File: config.mk
export PLATFORM = sky130hd
export DESIGN_NAME = outfifo_tx_sequencer
export DESIGN_NICKNAME = d
export VERILOG_FILES = /design/src/rtl/outfifo_tx_sequencer.sv
export SDC_FILE = /design/constraint.sdc
export NUM_CORES = 1
export LEC_CHECK = 0
export CAP_MARGIN = 20
export CORE_MARGIN = 3
export CORE_UTILIZATION = 30
export DETAILED_ROUTE_END_ITERATION = 10
export GPL_ROUTABILITY_DRIVEN = 1
export GPL_TIMING_DRIVEN = 0
export PLACE_DENSITY = 0.65
export SETUP_SLACK_MARGIN = 0.02
export SLEW_MARGIN = 20
export SYNTH_ARGS = -nofsm -noshare
export SYNTH_HDL_FRONTEND = slang
export SYNTH_SLANG_ARGS = --single-unit
File: constraint.sdc
create_clock -name clk -period 2.09 [get_ports clk]
set_input_delay 0.3135 -clock clk [delete_from_list [all_inputs] [get_ports clk]]
set_output_delay 0.3135 -clock clk [all_outputs]
set_load 0.01 [all_outputs]
File: src/rtl/outfifo_tx_sequencer.sv
// Drains up to DEPTH words from an output FIFO into a byte-wide UART transmitter,
// sending each word least-significant byte first.
module outfifo_tx_sequencer #(
  parameter int W     = 6,
  parameter int Wc    = 4,
  parameter int DW    = Wc * W,
  parameter int DEPTH = 10
) (
  input  logic                           clk,
  input  logic                           rst,
  input  logic                           transmit_en,
  output logic                           transmit_Ready,
  input  logic                           fifo_empty,
  output logic                           fifo_rd_en,
  input  logic [DW-1:0]                  fifo_dout,
  output logic                           o_Tx_DV,
  output logic [7:0]                     o_Tx_Byte,
  input  logic                           i_Tx_Active,
  input  logic                           i_Tx_Done,
  output logic [$clog2(DEPTH+1)-1:0]     words_sent
);

  localparam int NB  = (DW + 7) / 8;
  localparam int SRW = NB * 8;
  localparam int IW  = (NB > 1) ? $clog2(NB) : 1;
  localparam int WSW = $clog2(DEPTH + 1);

  typedef enum logic [2:0] {IDLE, READ, LATCH, LOAD, WAIT, NEXT} state_t;

  state_t           state, state_nxt;
  logic [SRW-1:0]   sr;
  logic [SRW-1:0]   din_ext;
  logic [SRW-1:0]   sr_shift;
  logic [IW-1:0]    idx;
  logic [7:0]       tx_byte;
  logic [WSW-1:0]   wcnt;
  logic             last_byte;
  logic             burst_full;

  assign din_ext    = SRW'(fifo_dout);
  assign sr_shift   = sr >> 8;
  assign last_byte  = (idx == IW'(NB - 1));
  assign burst_full = (wcnt == WSW'(DEPTH));

  always_ff @(posedge clk or negedge rst) begin
    if (!rst) state <= IDLE;
    else      state <= state_nxt;
  end

  // Strobes are decoded from the state so they fall the instant reset asserts.
  always_comb begin
    state_nxt      = state;
    transmit_Ready = 1'b0;
    fifo_rd_en     = 1'b0;
    o_Tx_DV        = 1'b0;
    case (state)
      IDLE: begin
        transmit_Ready = 1'b1;
        if (transmit_en) state_nxt = READ;
      end
      READ: begin
        if (fifo_empty || burst_full) begin
          state_nxt = IDLE;
        end else begin
          fifo_rd_en = 1'b1;
          state_nxt  = LATCH;
        end
      end
      LATCH: state_nxt = LOAD;
      LOAD: begin
        if (!i_Tx_Active) begin
          o_Tx_DV   = 1'b1;
          state_nxt = WAIT;
        end
      end
      WAIT: begin
        if (i_Tx_Done) state_nxt = NEXT;
      end
      NEXT: begin
        if (last_byte) state_nxt = READ;
        else           state_nxt = LOAD;
      end
      default: state_nxt = IDLE;
    endcase
  end

  // tx_byte is loaded on entry to LOAD, so it mirrors the low byte of sr
  // there and stays put while the UART shifts it out.
  always_ff @(posedge clk or negedge rst) begin
    if (!rst) begin
      sr      <= '0;
      idx     <= '0;
      tx_byte <= '0;
      wcnt    <= '0;
    end else begin
      case (state)
        IDLE: begin
          if (transmit_en) wcnt <= '0;
        end
        LATCH: begin
          sr      <= din_ext;
          idx     <= '0;
          tx_byte <= din_ext[7:0];
        end
        NEXT: begin
          if (last_byte) begin
            if (wcnt < WSW'(DEPTH)) wcnt <= wcnt + 1'b1;
          end else begin
            sr      <= sr_shift;
            idx     <= idx + 1'b1;
            tx_byte <= sr_shift[7:0];
          end
        end
        default: ;
      endcase
    end
  end

  assign o_Tx_Byte  = tx_byte;
  assign words_sent = wcnt;

endmodule

-- Yosys cells after proc, flatten, opt, wreduce, memory -nomap -nowiden
Cells that the tools add are included.
Widths: inputs -> output; s select.
- output and inout port bits: 15
- logic and storage cells: 49
- register bits: 41
- input port bits: 30
- multiplexer cells: 21
- $lt $le $gt $ge: 1
- reduce and logical (&&, ||, !) cells: 7
- $add $sub $neg: 2
- equality and inequality tests: 13
- operators by type and width (cell ; number):
    $pmux 24 s2 ; 1
    $mux 24 ; 1
    $pmux 3 s6 ; 1
    $pmux 8 s2 ; 1
    $mux 4 ; 3
    $ne 2x2->1 const B ; 6
    $mux 3 ; 3
    $mux 8 ; 1
    $pmux 4 s2 ; 1
    $eq 3x2->1 const B ; 2
    $eq 3x3->1 const B ; 2
    $mux 2 ; 3
    $mux 1 ; 5
    $add 4x1->4 const B ; 1
    $eq 4x4->1 const B ; 1
    $lt 4x4->1 const B ; 1
    $pmux 2 s2 ; 1
    $reduce_and 4->1 ; 1
    $reduce_bool 2->1 ; 2
    $eq 3x1->1 const B ; 1
    $logic_not 3->1 ; 1
    $reduce_and 3->1 ; 1
    $add 2x1->2 const B ; 1
    $eq 2x2->1 const B ; 1
    other kinds (2) ; 2

-- Logic depth before layout (Yosys ltp)
- depth in word-level cells: 4
- gate-level depth with buffers: 6
- gate-level depth less buffers: 5

-- Worst setup path before layout
Ideal clock, no wire load.
- kind: register to register
- start: register state[2]
- end: register sr[10]
- arrival: 1458 ps
- setup time: 125 ps
- setup slack: 507 ps
- data required time: 1965 ps
- stages on the path, launching flop included: 5
- period minus slack after synthesis: 1583 ps
- path through: dfrtp_1 or3b_4 o21ai_4 buf_8 mux2_2
- word-level cells in the longest chain between the ends: 3
- elaborated cells on any way between the ends: 6
- those cells by class: 3 x eq/ne; 1 x mux; 2 x reduce/logical
- ends and longest elaborated chain (item ; line ; RTL):
    from (decl) ; 30 ; state_t state, state_nxt;
    from (signal assigned) ; 47 ; else state <= state_nxt;
    $eq 3x3->1 or $eq 3x2->1 (tied branches) ; 96 ; case (state)
    $ne 2x2->1 (no source line) or $reduce_bool 2->1 (tied branches) ; n/a ;
    $reduce_and 2->1 (no source line) ; n/a ;
    to (signal assigned) ; 101 ; sr <= din_ext;
    to (signal assigned) ; 109 ; sr <= sr_shift;
    to (decl) ; 31 ; logic [SRW-1:0] sr;
Parallel ways exist; a longest one is shown, timed or not.
A chain may end at the register's enable or synchronous reset.

-- Worst setup path in the final report
- start: register state[1]
- end: output port o_Tx_DV
- word-level cells in the longest chain between the ends: 2
- ends and longest elaborated chain (item ; line ; RTL):
    $eq 3x2->1 ; 56 ; case (state)
    $mux 1 ; 56 ;
    to (decl) ; 16 ; output logic o_Tx_DV,
No other way between the ends.

==> impl_metrics.ini <==
[run_status]
run_status = finished, final reports clean

[critical_path]
critPathLaunch = state[1]
reg2reg_depth = 4
required_ps = 1780
reg2reg_to = sr[8]
timing.rr.start = state[2]
cp.arrival_ps = 1680
cp-endpoint = o_Tx_DV
critPathMaxFanout = 10
r2r_slack_ps = 280
critPathKind = reg -> out
crit_path_start_kind = flip-flop
endpoint_kind = output port

[timing]
tightest_slew_ps = 597
final-hold-violation-count = 0
relSlewSlack = 0.600
post-route-period-util = 0.955
rsz0062_at_grt = yes
period_minus_slack_ps = 2000
fin_skew_ps = 5.80
slew_viol_final = 0
setup_viol = 0
fmax_mhz = 501
worst_hold_slack_ps = 394

[final_layout]
area_growth_pct = 40.0
fin_nets = 224
finish.instance_area_um2 = 2470
num_antenna_cells = 0
fillCellCount = 553
ff_latch_area_um2 = 828
drive_gt1_frac = 0.344
multi_input_area_um2 = 825

[clocking]
htreeDepth = 2
cts_root_buffer = clkbuf_8
clkTransAtPathRegs_ps = 70
cts_buffer_depth = 2
cts_tree = done
clk_latency_ps = 280
cts_buffers = 5
cts_sinks = 33

[power]
intPower_mw = 2.31
irDropWorstVdd_v = 0.000553
power.switching_mw = 1.00
p_per_area_nw_per_um2 = 1340
clkPwrFrac = 0.216
switching_share = 0.302
combPwrFrac = 0.447
power_leakage_nw = 1.07
pwr-share-seq = 0.337

[grt]
grt_first_pass_wirelength_um = 6220
track_usage = 0.122
grt_pass1_vias = 1291
grt_max_degree = 32
grt_overflow = 0
antenna_found_initial = 0

[placement]
placed_cell_area_um2 = 2310
gp_congestion = 0.785
hpwl_um = 2680
port_buffers = 44

[die]
die_y_um = 82.8
initial_core_util = 0.315
fp.dieArea_um2 = 6850
io-pin-count = 45
die_width_um = 82.8
coreArea_um2 = 5610
rows = 27

[synthesis]
synthCells = 138
synth_area_per_cell_um2 = 12.8
ys_types = 40
yosysSeqAreaShare = 0.467
yosysWarnings = 0
synth_area_um2 = 1770
syn-num-nets = 171
synth_seq_cells = 33

[drt]
drcViolationCount = 0
vias = 1258
drt_pass1_iterations = 4
ant_nets = 0
viasPerCell = 4.77
initialDrtViolationCount = 35
wire_per_inst_um = 14.1
totalWireLength_um = 3740

[min_path]
hp-class = in -> async

[flow_run]
max-cap-violations = 0
cells by family (layout without fill, tap and decap cells):
group,count (synthesis),after routing,share of synthesized area
adders and majority gates,3,3,0.0212
and+or+nand+nor,24,24,0.100
DFF,33,33,0.467
AOI/OAI and AO/OA,27,27,0.124
buffers and inverters,17,71,0.0701
muxes,34,34,0.217
state kept, by name (all words and copies together), names as in the netlist:
name,cells
idx,2
words_sent,4
state,3
sr,24
how the worst min path moves through the flow:
| stage | endpoint | slack, ps |
|---|---|---|
| after global routing | words_sent[1] | 410 |
| after CTS | words_sent[0] | 350 |
| final | words_sent[1] | 390 |
| after floorplan | idx[0] | 20 |
| after detailed placement | words_sent[0] | 130 |
| after global placement | idx[0] | 470 |
critical path: stages, from the launching register on:
cell and delay [ps]:
dfrtp_1 400, clkbuf_4 220, and4bb_2 250, clkdlybuf4s50_1 530
cell usage after synthesis, drive strengths merged:
cell type,number,area (um^2)
a22o,8,70.1
and4bb,1,12.5
nand2,5,18.8
nor2,2,7.51
nor2b,3,18.8
a311oi,1,8.76
o211ai,2,15.0
nand3b,1,20.0
mux2i,2,20.0
o41a,1,11.3
dfrtp,33,826
a31oi,2,12.5
ha,3,37.5
nor4b,2,23.8
o21bai,1,7.51
nor3b,2,20.0
buf,14,113
o2bb2ai,1,8.76
o21ai,2,21.3
or3,1,6.26
mux2,32,364
o31ai,2,15.0
a21oi,2,10.0
or3b,1,11.3
inv,2,7.51
nand3,3,15.0
nor3,1,5.00
and3b,1,8.76
o41ai,1,8.76
clkbuf,1,3.75
o21a,3,22.5
a21o,1,7.51
or4b,1,10.0
layout by cell type (no fill, tap or decap), types with 2 or more instances in the layout:
master,synthesis,routed
clkdlybuf4s50_1,0,41
o31ai_1,2,2
inv_1,2,2
o21a_1,3,3
bufinv_16,0,2
nand2_1,5,5
a21oi_1,2,2
buf_6,2,2
nor2b_1,3,3
mux2_2,31,31
nor2_1,2,2
dfrtp_2,0,2
mux2i_1,2,2
nor4b_2,1,2
a22o_1,8,8
a31oi_1,2,2
dfrtp_1,33,31
o211ai_1,2,2
buf_4,8,10
ha_1,3,3
nand3_1,3,3
clkbuf_8,0,5
cell type report:
| cell class | instances | area share |
|---|---|---|
| timing repair buffer | 47 | 0.192 |
| sequential | 33 | 0.335 |
| clock buffer | 5 | 0.0278 |
| clock inverter | 3 | 0.0263 |
| multi-input combinational | 88 | 0.333 |
| buffer | 14 | 0.0470 |
| tap | 72 | 0.0364 |
| inverter | 2 | 0.00303 |
layer usage:
metal / vias to the layer above / wire, um / global-route usage
li1: 612 / - / -
met4: 0 / 87 / 0.0637
met3: 7 / 149 / 0.0228
met1: 614 / 1730 / 0.159
met5: - / 0 / 0
met2: 25 / 1770 / 0.193
power groups by stage:
stage	logic (mW)	registers, mW	clock network [mW]
floorplan	1.07	1.06	0
detailed placement	1.50	1.11	0
finish	1.48	1.12	0.715
CTS	1.50	1.12	0.733
global placement	1.49	1.10	0
global route	1.62	1.16	0.761
stage by stage:
stage / cells / setup WS, ps / total power [mW] / utilization / TNS, ps
after CTS: 264 / 31.8 / 3.35 / 0.440 / 0
after floorplan: 138 / 507 / 2.13 / - / 0
after global placement: 254 / -35.4 / 2.58 / 0.410 / -1130
after global routing: 264 / 18.9 / 3.54 / 0.441 / 0
after detailed placement: 255 / 36.5 / 2.61 / 0.413 / 0
final: 264 / 93.1 / 3.31 / 0.441 / 0
what timing repair did:
| item | 4_1_cts | 5_1_grt |
|---|---|---|
| endpoints found under the setup margin | 2 | 2 |
| setup buffers | 1 | 0 |
| hold endpoints to repair | 2 | 0 |
| hold buffers | 1 | 0 |
| resized for setup | 4 | 3 |
Power figures use the tool's default switching activity.
